### config.mk
export PLATFORM = sky130hd
export DESIGN_NAME = booth_mul_arbiter
export DESIGN_NICKNAME = d
export VERILOG_FILES = /design/src/rtl/booth_pkg.sv /design/src/rtl/booth_seq_core.sv /design/src/rtl/booth_mul_arbiter.sv
export SDC_FILE = /design/constraint.sdc
export NUM_CORES = 1
export LEC_CHECK = 0
export CAP_MARGIN = 30
export CORE_ASPECT_RATIO = 0.9
export CORE_MARGIN = 3
export CORE_UTILIZATION = 55
export DETAILED_ROUTE_END_ITERATION = 8
export PLACE_DENSITY_LB_ADDON = 0.25
export SKIP_CTS_REPAIR_TIMING = 1
export SLEW_MARGIN = 10
export SYNTH_ARGS = -nofsm -noshare
export SYNTH_HDL_FRONTEND = slang
export SYNTH_SLANG_ARGS = --single-unit
### constraint.sdc
create_clock -name clk -period 8.1 [get_ports clk]
set_input_delay 2.43 -clock clk [delete_from_list [all_inputs] [get_ports clk]]
set_output_delay 2.43 -clock clk [all_outputs]
set_load 0.005 [all_outputs]
### src/rtl/booth_pkg.sv
// Shared types, defaults and the round-robin pick helper for the Booth
// multiplier arbiter.
package booth_pkg;

    localparam int NREQ_DEF = 4;
    localparam int W_DEF    = 4;

    // The pick helper works on a fixed 8-wide request vector so it can serve
    // every legal NREQ; unused upper bits are tied low by the caller.
    localparam int MAX_NREQ = 8;
    localparam int RR_PTR_W = 3;

    typedef enum logic [1:0] {
        IDLE = 2'd0,
        RUN  = 2'd1,
        DONE = 2'd2
    } booth_state_e;

    // First set bit at or after ptr, searching upward with wrap. Because the
    // bits at and above NREQ are always zero, wrapping modulo 8 gives the
    // same winner as wrapping at NREQ-1.
    function automatic logic [RR_PTR_W-1:0] rr_pick(
        input logic [MAX_NREQ-1:0] valid,
        input logic [RR_PTR_W-1:0] ptr
    );
        logic [RR_PTR_W-1:0] idx;
        rr_pick = ptr;
        for (int k = MAX_NREQ - 1; k >= 0; k--) begin
            idx = ptr + RR_PTR_W'(k);
            if (valid[idx]) begin
                rr_pick = idx;
            end
        end
    endfunction

endpackage

### src/rtl/booth_seq_core.sv
// Sequential radix-2 Booth multiplier: one iteration per clock, W iterations
// per product. The accumulator is W+1 bits so -2^(W-1) never overflows.
module booth_seq_core
    import booth_pkg::*;
#(
    parameter int W = W_DEF
) (
    input  logic           clk,
    input  logic           reset_n,
    input  logic           start,
    input  logic [W-1:0]   m,
    input  logic [W-1:0]   q,
    output logic           done,
    output logic [2*W-1:0] p
);

    localparam int CW = $clog2(W + 1);

    logic [W:0]    r_a;
    logic [W:0]    r_m;
    logic [W-1:0]  r_q;
    logic          r_q_m1;
    logic [CW-1:0] r_count;
    logic          r_run;
    logic [W:0]    w_sum;

    // Booth add/subtract selected by the pair {q[0], q_-1}.
    always_comb begin
        w_sum = r_a;
        case ({r_q[0], r_q_m1})
            2'b10:   w_sum = r_a - r_m;
            2'b01:   w_sum = r_a + r_m;
            default: w_sum = r_a;
        endcase
    end

    // done flags the final iteration; p is {A,q} after that iteration's
    // arithmetic shift, so the caller can register it on the same edge.
    assign done = r_run && (r_count == CW'(1));
    assign p    = {w_sum, r_q[W-1:1]};

    // Load operands on start, otherwise add then shift {A,q,q_-1} right.
    always_ff @(posedge clk or negedge reset_n) begin
        if (!reset_n) begin
            r_a     <= '0;
            r_m     <= '0;
            r_q     <= '0;
            r_q_m1  <= 1'b0;
            r_count <= '0;
            r_run   <= 1'b0;
        end else if (start) begin
            r_a     <= '0;
            r_m     <= {m[W-1], m};
            r_q     <= q;
            r_q_m1  <= 1'b0;
            r_count <= CW'(W);
            r_run   <= 1'b1;
        end else if (r_run) begin
            r_a     <= {w_sum[W], w_sum[W:1]};
            r_q     <= {w_sum[0], r_q[W-1:1]};
            r_q_m1  <= r_q[0];
            r_count <= r_count - CW'(1);
            if (r_count == CW'(1)) begin
                r_run <= 1'b0;
            end
        end
    end

endmodule

### src/rtl/booth_mul_arbiter.sv
// Round-robin arbiter and sequencer sharing one Booth multiplier core among
// NREQ requesters; returns the product and owner ID over a valid/ready port.
module booth_mul_arbiter
    import booth_pkg::*;
#(
    parameter  int NREQ = NREQ_DEF,
    parameter  int W    = W_DEF,
    localparam int IDW  = $clog2(NREQ)
) (
    input  logic              clk,
    input  logic              reset_n,
    input  logic [NREQ-1:0]   req_valid,
    output logic [NREQ-1:0]   req_ready,
    input  logic [NREQ*W-1:0] req_m,
    input  logic [NREQ*W-1:0] req_q,
    output logic              rsp_valid,
    input  logic              rsp_ready,
    output logic [IDW-1:0]    rsp_id,
    output logic [2*W-1:0]    rsp_p,
    output logic              busy
);

    booth_state_e          r_state;
    booth_state_e          w_state_next;
    logic [IDW-1:0]        r_rr_ptr;
    logic [IDW-1:0]        r_rsp_id;
    logic [2*W-1:0]        r_rsp_p;
    logic [MAX_NREQ-1:0]   w_valid_ext;
    logic [IDW-1:0]        w_pick;
    logic [W-1:0]          w_sel_m;
    logic [W-1:0]          w_sel_q;
    logic                  w_start;
    logic                  w_core_done;
    logic [2*W-1:0]        w_core_p;

    // Widen the request vector to the helper's fixed width and steer the
    // winner's operands toward the core.
    always_comb begin
        w_valid_ext              = '0;
        w_valid_ext[NREQ-1:0]    = req_valid;
        w_pick                   = IDW'(rr_pick(w_valid_ext, RR_PTR_W'(r_rr_ptr)));
        w_sel_m                  = req_m[int'(w_pick)*W +: W];
        w_sel_q                  = req_q[int'(w_pick)*W +: W];
    end

    // Next state and grant. The grant is masked while reset is held so that
    // a requester sitting on req_valid is not shown a ready it cannot get.
    always_comb begin
        w_state_next = r_state;
        req_ready    = '0;
        w_start      = 1'b0;
        case (r_state)
            IDLE: begin
                if (reset_n && (|req_valid)) begin
                    req_ready[w_pick] = 1'b1;
                    w_start           = 1'b1;
                    w_state_next      = RUN;
                end
            end
            RUN: begin
                if (w_core_done) begin
                    w_state_next = DONE;
                end
            end
            DONE: begin
                if (rsp_ready) begin
                    w_state_next = IDLE;
                end
            end
            default: w_state_next = IDLE;
        endcase
    end

    // State register.
    always_ff @(posedge clk or negedge reset_n) begin
        if (!reset_n) begin
            r_state <= IDLE;
        end else begin
            r_state <= w_state_next;
        end
    end

    // Response registers and round-robin pointer; the pointer moves past the
    // served requester only once its response has been taken.
    always_ff @(posedge clk or negedge reset_n) begin
        if (!reset_n) begin
            r_rsp_id <= '0;
            r_rsp_p  <= '0;
            r_rr_ptr <= '0;
        end else begin
            if (w_start) begin
                r_rsp_id <= w_pick;
            end
            if ((r_state == RUN) && w_core_done) begin
                r_rsp_p <= w_core_p;
            end
            if ((r_state == DONE) && rsp_ready) begin
                r_rr_ptr <= (r_rsp_id == IDW'(NREQ - 1)) ? '0 : r_rsp_id + IDW'(1);
            end
        end
    end

    booth_seq_core #(
        .W (W)
    ) u_core (
        .clk     (clk),
        .reset_n (reset_n),
        .start   (w_start),
        .m       (w_sel_m),
        .q       (w_sel_q),
        .done    (w_core_done),
        .p       (w_core_p)
    );

    assign rsp_valid = (r_state == DONE);
    assign busy      = (r_state != IDLE);
    assign rsp_id    = r_rsp_id;
    assign rsp_p     = r_rsp_p;

endmodule

==> metrics.txt, run 1 <==
status completed; total wire length 6150 microns; CP max FO 12; endpoints failing setup 0; Buf/Inv on CP 2; DRC viols 0; GR peak layer met2; critical path class input port to output port; clk_skew 0.0110 ns; pin count of the biggest net entering global routing 32; GRT overflow 0; RSZ-0062 raised after global routing no; syn_nets 310; Row Count 22; Seq cells post-synth 31; Crit path max-delay family buffers and inverters; top post-synthesis cells by area dfrtp_1 (32%), mux2i_1 (10%), o221ai_1 (6.1%); gr usage total 24.1%; CP max stage delay about 0.70 ns; met1 GRT Util a little under a third; Slew Limit Fails 0; first-pass GRT wire length between 10000 and 15000 microns; dpl hpwl roughly 4500 microns; IO Pins 55; critical path capture point type output port; Antenna Violating Nets Remaining 0; post-DR wirelength/cell about 17 microns; Highest Clock Rate roughly 130 MHz; Crit path depth 6; die width between 70 and 80 microns; post-synth top area share 31.6%; routed via count 2191; most common cell after layout, fill and taps aside clkdlybuf4s50_1; most frequent cells in the layout clkdlybuf4s50_1 (54), nor2_1 (33), dfrtp_1 (31), mux2i_1 (25), o221ai_1 (17); worst hold path depth 1; drt pass-1 iters 4; ys async rst share between 90% and 100%; crit share post-route between 90% and 100%; Die Height a little under 70 microns; pwr dens about 400 nW/um^2; Syn Area/Cell 9.48 sq um; root buf cell clkbuf_8; final instance area ~3100 sq um; fin nets 357; minimum clock period 7.46 ns; CTS H-tree lvls 2; initial cell density of the core approximately three fifths; total of max-cap violations 0; Worst-path clk slew approximately 0.070 ns; Slew headroom between 30% and 40%; worst path arrival time slightly above 5 ns; GPL Wtd Cong between 0.8 and 0.9; diodes inserted 0; CP max stage cell nor2_1; die area 5300 sq um; top_reg_cell synth dfrtp_1; synthesized cell area ~2500 sq um; M2 GR Usage about two fifths; CTS Buffer Depth 2; Gate Count Post-Synth 259; layout cells sized above 1 between 10% and 20%; total core area approximately 4200 sq um; Inserted Clock Buffers 5; worst-margin pin slew roughly 0.90 ns; register area share after synthesis 31.6%; CTS tree built; met3 Resource Use GR approximately 7.0%; count of yosys warnings during synthesis 0; startpoint types input port; leading area contributor after synthesis dfrtp_1; drt first-iter violations 159; setup TNS 0 ns; Netlist cell types 50; hold violation count in the final report 0; # clock sinks 31; vias in the first global route between 2000 and 2500; Worst Reg-to-Reg Cells 10; Cell Chain, Critical Path clkdlybuf4s50_1 -> o41ai_1 -> nor2_1 -> o21ai_2 -> nor2_1 -> clkdlybuf4s50_1; Port Buffers between 50 and 60; initial antenna violation count 0; VDD IR max about 0.23 mV; Hold Crit Class flop to flop; Pleak approximately 0.0013 uW; Worst EP required 5.67 ns; Post-synth EDFFs 0; Layout area overhead 25.3%; dpl cell area 2990 sq um; worst skew pair latency approximately 0.29 ns; Via-to-Cell Ratio between 5 and 6
[stage by stage]
stage | power (uW) | util (%) | cells | hold WS, ns | setup slack [ns]
6_report | 1220 | 73.5 | 366 | 0.475 | 0.640
5_1_grt | 1330 | 73.5 | 366 | 0.503 | 0.420
4_1_cts | 1220 | 73.5 | 366 | 0.477 | 0.664
3_5_place_dp | 1090 | 71.4 | 359 | 0.470 | 0.666
2_1_floorplan | 888 | - | 259 | 0.431 | 1.80
3_3_place_gp | 1070 | 71.4 | 359 | 0.448 | 0.722
[cell families after synthesis]
kind of cell	synth area share [%]
adder cells (fa/ha/maj)	6.42
AO/OA/AOI/OAI	25.2
XOR/XNOR	2.85
multiplexers	14.3
AND/OR/NAND/NOR	12.9
buffers and inverters	6.72
flip-flops	31.6
[power by group]
group          total [uW]  switching [uW]  internal [uW]
Sequential            313            79.8            233
Combinational         787             408            379
Clock                 123            56.9           66.5
[synth_stat cells (2+ instances only)]
cell type  count
inv_1         16
buf_6          5
nand2b_1       2
mux2_2         9
nor3_1         2
a221oi_1       5
a221o_1        3
o21ai_0        5
a21oi_1       15
or2_2          3
mux2i_1       25
nand3b_1       2
a21o_1         3
o21a_1         2
a211o_1        5
o22ai_1        2
ha_1          11
buf_2          3
xnor2_1        3
nand2_1       11
xor2_1         5
clkbuf_1       9
a211oi_1       6
dfrtp_1       31
o221ai_1      17
nor2b_1        3
nor2_1        33
[path summary, 6_finish.rpt]
kind	from	end	slack, ns
max	req_valid[1]	req_ready[3]	0.64
min	r_state[1]	r_state[0]	0.47
max reg2reg	r_rr_ptr[0]	u_core.r_m[0]	4.73
min reg2reg	r_state[1]	r_state[0]	0.47
max in group asynchronous	reset_n	rsp_p[0]	5.12
min in group asynchronous	reset_n	u_core.r_run	2.69
[area by class of cell]
class                      count  area, sq um
sequential                    31          776
inverter                      16         60.1
fill                         341         1110
clock inverter                 1         5.00
timing repair buffer          57          563
tap                           60         75.1
clock buffer                   6         82.6
multi-input combinational    195         1520
[sequential cells by signal (all words and copies together), names as in the netlist]
| name | flops |
|---|---|
| rsp_id | 2 |
| u_core.r_run | 1 |
| rsp_p | 8 |
| u_core.r_q_m1 | 1 |
| u_core.r_a | 4 |
| r_rr_ptr | 2 |
| r_state | 2 |
| u_core.r_q | 4 |
| u_core.r_m | 4 |
| u_core.r_count | 3 |
[per-layer routing]
metal	part of all wire, %	up-vias
met1	45	1044
met4	2.0	0
li1	-	1059
met2	47	76
met5	0	-
met3	5.8	12
(Power assumes the default switching activity.)
==> inputs of run 2 (changes only) <==
CTS_CLUSTER_DIAMETER = 50   (was unset)
==> results of run 2 <==
Same layout as run 1: the final DEF is identical, and so are final timing and power.
